==> src/rtl/tensor_calc.sv <==
// tensor_calc: six gradient products summed over a sliding in-row box window.
// Define TENSOR_TT_EN to build the gt*gt (tt) field; otherwise field [0] is 0.
module tensor_calc #(
  parameter int GRAD_WIDTH   = 8,
  parameter int TENSOR_WIDTH = 24,
  parameter int WINDOW       = 5
) (
  input  logic                           clk,
  input  logic                           rst_n,
  input  logic                           in_valid,
  input  logic                           in_last,
  input  logic signed [GRAD_WIDTH-1:0]   gx,
  input  logic signed [GRAD_WIDTH-1:0]   gy,
  input  logic signed [GRAD_WIDTH-1:0]   gt,
  output logic [TENSOR_WIDTH*6-1:0]      tensors,
  output logic                           out_valid,
  output logic                           out_last
);
  localparam int PW = 2 * GRAD_WIDTH;
  localparam int AW = PW + $clog2(WINDOW) + 1;
  localparam int FW = $clog2(WINDOW + 1);
  localparam int XW = (AW > TENSOR_WIDTH ? AW : TENSOR_WIDTH) + 1;
`ifdef TENSOR_TT_EN
  localparam int LO = 0;
`else
  localparam int LO = 1;
`endif
  localparam logic signed [XW-1:0] SMAX = XW'({1'b0, {(TENSOR_WIDTH-1){1'b1}}});
  localparam logic signed [XW-1:0] SMIN = ~SMAX;

  logic signed [GRAD_WIDTH-1:0] x1, y1, t1;
  logic                         v1, l1, v2, l2;
  logic signed [PW-1:0]         prod [LO:5];
  logic signed [PW-1:0]         hist [LO:5][WINDOW];
  logic signed [AW-1:0]         sum  [LO:5];
  logic signed [AW-1:0]         nxt  [LO:5];
  logic [FW-1:0]                fill;
  logic                         full;

  function automatic logic [TENSOR_WIDTH-1:0] conv(input logic signed [AW-1:0] s);
    logic signed [XW-1:0] w;
    w = XW'(s);
    return w > SMAX ? SMAX[TENSOR_WIDTH-1:0] : w < SMIN ? SMIN[TENSOR_WIDTH-1:0] : w[TENSOR_WIDTH-1:0];
  endfunction

  always_ff @(posedge clk or negedge rst_n) begin
    if (!rst_n) begin
      x1 <= '0;
      y1 <= '0;
      t1 <= '0;
      v1 <= 1'b0;
      l1 <= 1'b0;
      v2 <= 1'b0;
      l2 <= 1'b0;
      for (int i = LO; i <= 5; i++) prod[i] <= '0;
    end else begin
      x1 <= gx;
      y1 <= gy;
      t1 <= gt;
      v1 <= in_valid;
      l1 <= in_valid & in_last;
      v2 <= v1;
      l2 <= l1;
      prod[5] <= PW'(x1) * PW'(x1);
      prod[4] <= PW'(x1) * PW'(y1);
      prod[3] <= PW'(x1) * PW'(t1);
      prod[2] <= PW'(y1) * PW'(y1);
      prod[1] <= PW'(y1) * PW'(t1);
`ifdef TENSOR_TT_EN
      prod[0] <= PW'(t1) * PW'(t1);
`endif
    end
  end

  // out_last still high means the previous sample closed a row: start from empty state
  assign full = (fill == FW'(WINDOW)) && !out_last;

  always_comb begin
    for (int i = LO; i <= 5; i++)
      nxt[i] = (out_last ? '0 : sum[i]) + AW'(prod[i]) - (full ? AW'(hist[i][WINDOW-1]) : '0);
  end

  always_ff @(posedge clk or negedge rst_n) begin
    if (!rst_n) begin
      out_valid <= 1'b0;
      out_last  <= 1'b0;
      fill      <= '0;
      for (int i = LO; i <= 5; i++) begin
        sum[i] <= '0;
        for (int j = 0; j < WINDOW; j++) hist[i][j] <= '0;
      end
    end else begin
      out_valid <= v2;
      out_last  <= l2;
      if (v2) begin
        fill <= out_last ? FW'(1) : (fill == FW'(WINDOW) ? fill : fill + 1'b1);
        for (int i = LO; i <= 5; i++) begin
          sum[i]     <= nxt[i];
          hist[i][0] <= prod[i];
          for (int j = 1; j < WINDOW; j++) hist[i][j] <= out_last ? '0 : hist[i][j-1];
        end
      end else if (out_last) begin
        fill <= '0;
        for (int i = LO; i <= 5; i++) begin
          sum[i] <= '0;
          for (int j = 0; j < WINDOW; j++) hist[i][j] <= '0;
        end
      end
    end
  end

  always_comb begin
    tensors = '0;
    for (int i = LO; i <= 5; i++) tensors[i*TENSOR_WIDTH +: TENSOR_WIDTH] = conv(sum[i]);
  end
endmodule

==> config.mk <==
export PLATFORM = sky130hd
export DESIGN_NAME = tensor_calc
export DESIGN_NICKNAME = d
export VERILOG_FILES = /design/src/rtl/tensor_calc.sv
export SDC_FILE = /design/constraint.sdc
export NUM_CORES = 2
export LEC_CHECK = 0
export ABC_AREA = 1
export BUFFER_PORTS_ARGS = -buffer_cell sky130_fd_sc_hd__clkbuf_2
export CAP_MARGIN = 15
export CORE_ASPECT_RATIO = 0.5
export CORE_UTILIZATION = 50
export CTS_CLUSTER_SIZE = 40
export DETAILED_ROUTE_END_ITERATION = 12
export PLACE_DENSITY = 0.79
export SLEW_MARGIN = 20
export SYNTH_ARGS = -nofsm -noshare
export SYNTH_HDL_FRONTEND = slang
export SYNTH_SLANG_ARGS = --single-unit
==> constraint.sdc <==
create_clock -name clk -period 5.19 [get_ports clk]
set_clock_uncertainty 0.05 [all_clocks]
set_input_delay 0.2595 -clock clk [delete_from_list [all_inputs] [get_ports clk]]
set_output_delay 0.2595 -clock clk [all_outputs]
set_load 0.005 [all_outputs]
After elaboration in Yosys (flattened, before gate mapping)
Cells that the tools add are included.
W data, S select, Z words.

operators by class
  multiply operators = 5
  bitwise logic cells = 1
  mux-type cells = 48
  reduce and logical (&&, ||, !) cells = 4
  order comparisons = 10
  $add $sub $neg = 11
  eq/ne operators = 2
  shift-type cells = 0
  div/mod/pow operators = 0

operators by type and width
  cell                    count
  $mux W400               2
  $mux W16                20
  $mux W24                10
  $mux W100               2
  $mux W20                10
  $gt A20 B24 Y1 const B  5
  $lt A20 B24 Y1 const B  5
  $add A20 B20 Y20        5
  $sub A20 B20 Y20        5
  $mul A8 B8 Y16          5
  $mux W3                 4
  $add A3 B1 Y3 const B   1
  $eq A3 B3 Y1 const B    1
  $ne A2 B2 Y1 const B    1
  $reduce_and A2 Y1       1
  $reduce_bool A2 Y1      1
  $and A1 B1 Y1           1
  $logic_and A1 B1 Y1     1
  $logic_not A1 Y1        1

word-level totals
  bits in registers = 613
  output and inout port bits = 146
  word-level logic and storage cells = 126
  bits of input ports = 28
  memories kept = 0
  memory bits (writable) = 0
  bits in latches = 0
  ROM bits = 0

Longest topological paths before layout
  depth in word-level cells = 5
  mapped depth = 22
  mapped depth without buffers = 21

Worst setup path after synthesis
No wires, ideal clock.

  kind = flip-flop to flip-flop
  from = register x1[7]
  to = register prod[47] (netlist name)
  cell stages (with the launch flop) = 18
  clock period less this slack = 4.286 ns
  required time = 5.022 ns
  library setup time = 0.118 ns
  arrival = 4.118 ns
  slack = 0.904 ns
  buffers on the path = 2
  cell sequence = dfrtp_1 -> buf_2 -> clkbuf_1 -> nand2_1 -> fa_1 -> inv_1 -> fa_1 -> inv_1 -> fa_1 -> inv_1 -> fa_1 -> ha_1 -> inv_1 -> nor3_1 -> nand3_1 -> nand3_1 -> nand3b_1 -> nand2_1

on the way
  longest elaborated chain between the ends = 1

RTL lines
  item                    RTL line  text
  from (decl)             31        logic signed [GRAD_WIDTH-1:0] x1, y1, t1;
  from (signal assigned)  57        x1 <= gx;
  $mul A8 B8 Y16          66        prod[3] <= PW'(x1) * PW'(t1);
  to (decl)               33        logic signed [PW-1:0] prod [LO:5];

Every way passes these cells.
A chain may end at the register's enable or synchronous reset.

Final worst setup path
  from = register y1[3]
  to = register prod[27] (netlist name)

on the way
  longest elaborated chain between the ends = 1

RTL lines
  item                    RTL line  text
  from (decl)             31
  from (signal assigned)  58        y1 <= gy;
  $mul A8 B8 Y16          65        prod[4] <= PW'(x1) * PW'(y1);

Every way passes these cells.

==> results.md <==
- Reg2reg end: prod[27]
- Worst hold-check path type: input port to async pin
- Slew @ Worst Pin: 1.162 ns
- Total wire length: 103100 um
- Initial core utilization: 50.91%
- Vias per cell: 5.058
- CP Cell Sequence: nand2_1, fa_1, fa_1, inv_1, fa_1, inv_1, fa_1, inv_1, ha_1, nand2_1, nor2_1, nand2_1, nand3_1, xor2_1, buf_4
- Peak VDD IR: 396.6 uV
- Clock power share: 14.7%
- Clock slew at reported path FFs: 0.07 ns
- Result of the run: complete, no violations
- Synth-to-Final Area Change: 8.525%
- Final Wtd Congestion: 0.9215
- Die area: 87340 sq um
- Core area: 84550 sq um
- Comb power frac: 62.2%
- WS Path Type: flop to flop
- CP Data Arrival Time: 5.38 ns
- 1st-iter DRT viols: 2589
- DP HPWL: 76490 um
- Warning count from the yosys run: 0
- Slew Viols, Final: 0
- Worst reg2reg setup slack: 0.35 ns
- Die height: 209.5 um
- WP data required: 5.73 ns
- Reg-to-reg startpoint: y1[3]
- Die Wd: 417.0 um
- Flop pwr share: 23.1%
- PnR Total Power: 0.02918 W
- Synth Flop Type: dfrtp_1
- RSZ-0062 raised after global routing: no
- Cell family with the largest share of critical-path delay: adder cells
- First-pass GRT wire length: 168800 um
- Leading cell types in the layout, fill and taps excluded: inv_1, nand2_1, dfrtp_1
- Largest net degree at the start of global routing: 180
- Top cell type's share of synthesized area: 35.17%
- P_leak: 25.34 nW
- Post-synthesis async set-or-reset flop share: 100.0%
- Fin crit share: 93.23%
- Most frequent CP cell: fa_1
- H-tree depth: 2
- Clock buffer depth: 3
- Drc violations: 0
- Sw Share: 48.57%
- Hold Vio Cnt, Final: 0
- First-pass DRT Iterations: 5
- CTS buffer count: 57
- Most common cell after layout, fill and taps aside: inv_1
- Net Sw Power: 0.01418 W
- Final setup violation count: 0
- Port bufs: 149
- Crit path launch type: flop
- Setup_tns: 0 ns
- WP buf/inv: 4
- Clk sinks: 605
- Post-Syn Area per Cell: 8.272 sq um
- Crit Path Max Fanout: 26
- Max Freq: 0.2067 GHz
- Layout cells sized above 1: 6.075%
- Cell count after synthesis: 5204
- Synthesis-stage register bit count: 605
- Fin nets: 5898
- Antenna Violating Nets Remaining: 0
- Mapped Area: 43050 sq um
- Internal power: 0.01501 W
- Clock root cell: clkbuf_16
- Initial antenna violation count: 7
- Distinct cells, synth: 45
- Grt ovf: 0
- Worst skew pair latency: 0.67 ns
- Detailed-route via count: 32748
- CTS tree: built
- Synth area leaders: dfrtp_1, fa_1, inv_1
- EDFF count, synth: 0
- Clock period minus worst slack: 4.839 ns
- R2r worst-path depth: 15
- CP max stage cell: dfrtp_1
- Power Density: 624.7 nW/um^2
- Total track usage: 24.04%
- WL per Instance: 15.92 um
- Yosys top cell by area: dfrtp_1
- I/O Pins: 174
- Slew margin rel.: 22.56%
- Worst path max stage delay: 1.10 ns
- Rows: 75
- Sequential area share after synthesis: 35.17%
- Critical path origin: y1[3]
- CP Capture Type: flop
- Vias in the first global route: 32918
- Max-cap violation count: 0
-- how the worst max path moves through the flow --
stage                to  slack [ns]  cells past startpoint
2_1_floorplan  prod[47]        0.90                     17
5_1_grt        prod[79]        0.07                     16
6_report       prod[27]        0.35                     15
3_3_place_gp   prod[63]        0.47                     16
4_1_cts        prod[27]        0.41                     15
3_5_place_dp   prod[27]        0.42                     15
-- stage by stage --
stage / hold slack [ns] / area (sq um) / util, % / std cells / setup slack, ns
after global placement: 0.2084 / 44570 / 52.72 / 6343 / 0.4675
after detailed placement: 0.2165 / 44570 / 52.72 / 6343 / 0.4166
after global routing: 0.1575 / 46710 / 55.25 / 6474 / 0.07043
final: 0.1036 / 46720 / 55.25 / 6475 / 0.3512
after floorplan: -0.08609 / 43130 / - / 5227 / 0.9041
after CTS: 0.1182 / 46710 / 55.24 / 6472 / 0.4106
-- area by class of cell --
type / count / area, sq um
multi-input cells: 2959 / 21440
clock buffers: 78 / 1587
fillers: 7511 / 37830
clock inverters: 24 / 280.3
well taps: 1155 / 1445
flip-flops and latches: 605 / 15140
diodes: 3 / 7.507
repair buffers: 218 / 1416
inverters: 1433 / 5399
-- Yosys cell counts (3+ instances only) --
master and instances:
a21oi_1 117, a31oi_1 9, and2_1 6, buf_1 10, buf_2 93, buf_4 43, buf_6 5, clkbuf_1 79
dfrtp_1 605, fa_1 343, ha_1 253, inv_1 1428, inv_2 3, nand2_1 1071, nand3_1 151, nand3_2 8
nand3b_1 32, nand4_1 11, nor2_1 264, nor3_1 14, o21ai_0 94, o21ai_1 3, o21bai_1 11, o22ai_1 388
o22ai_2 9, or2_2 10, xnor2_1 59, xor2_1 60
-- logic make-up (layout without fill, tap and decap cells) --
| group | count (synthesis) | in the layout | share of synthesized area [%] |
|---|---|---|---|
| buffers and inverters | 1663 | 1753 | 15.25 |
| and+or+nand+nor | 1577 | 1577 | 14.89 |
| AOI/OAI and AO/OA | 642 | 642 | 8.929 |
| DFF | 605 | 605 | 35.17 |
| adders and majority gates | 596 | 596 | 23.31 |
| xor gates and xnor gates | 119 | 119 | 2.421 |
| other | 1 | 27 | 0.008712 |
| muxes | 1 | 1 | 0.02616 |
-- state kept, by name (all words and copies together), names as in the netlist --
signal / count
l1: 1
prod: 78
hist: 394
sum: 100
v2: 1
t1: 8
l2: 1
y1: 8
fill: 3
out_last: 1
x1: 8
v1: 1
out_valid: 1
-- routing by layer --
layer	wire length (um)	up-vias	share of wire, %	GRT usage (%)
met1	47810	15892	46	35.44
met3	7601	176	7.4	4.093
met4	2760	0	2.7	6.897
li1	-	15781	-	-
met5	0	-	0	0
met2	44930	899	44	36.53
-- power by group through the flow --
stage	logic, W	registers, W	clock network, W
3_5_place_dp	0.0179	0.00680	0
6_report	0.0182	0.00674	0.00429
3_3_place_gp	0.0174	0.00675	0
2_1_floorplan	0.0136	0.00646	0
5_1_grt	0.0208	0.00684	0.00453
4_1_cts	0.0180	0.00672	0.00436
-- what timing repair did --
item                       in CTS  in global routing
hold endpoints to repair       90                  0
hold buffers                   27                  0
setup endpoints to repair       0                  0
resized for setup               0                  0
setup buffers                   0                  0
No activity file was read; power rests on OpenSTA's default activity.
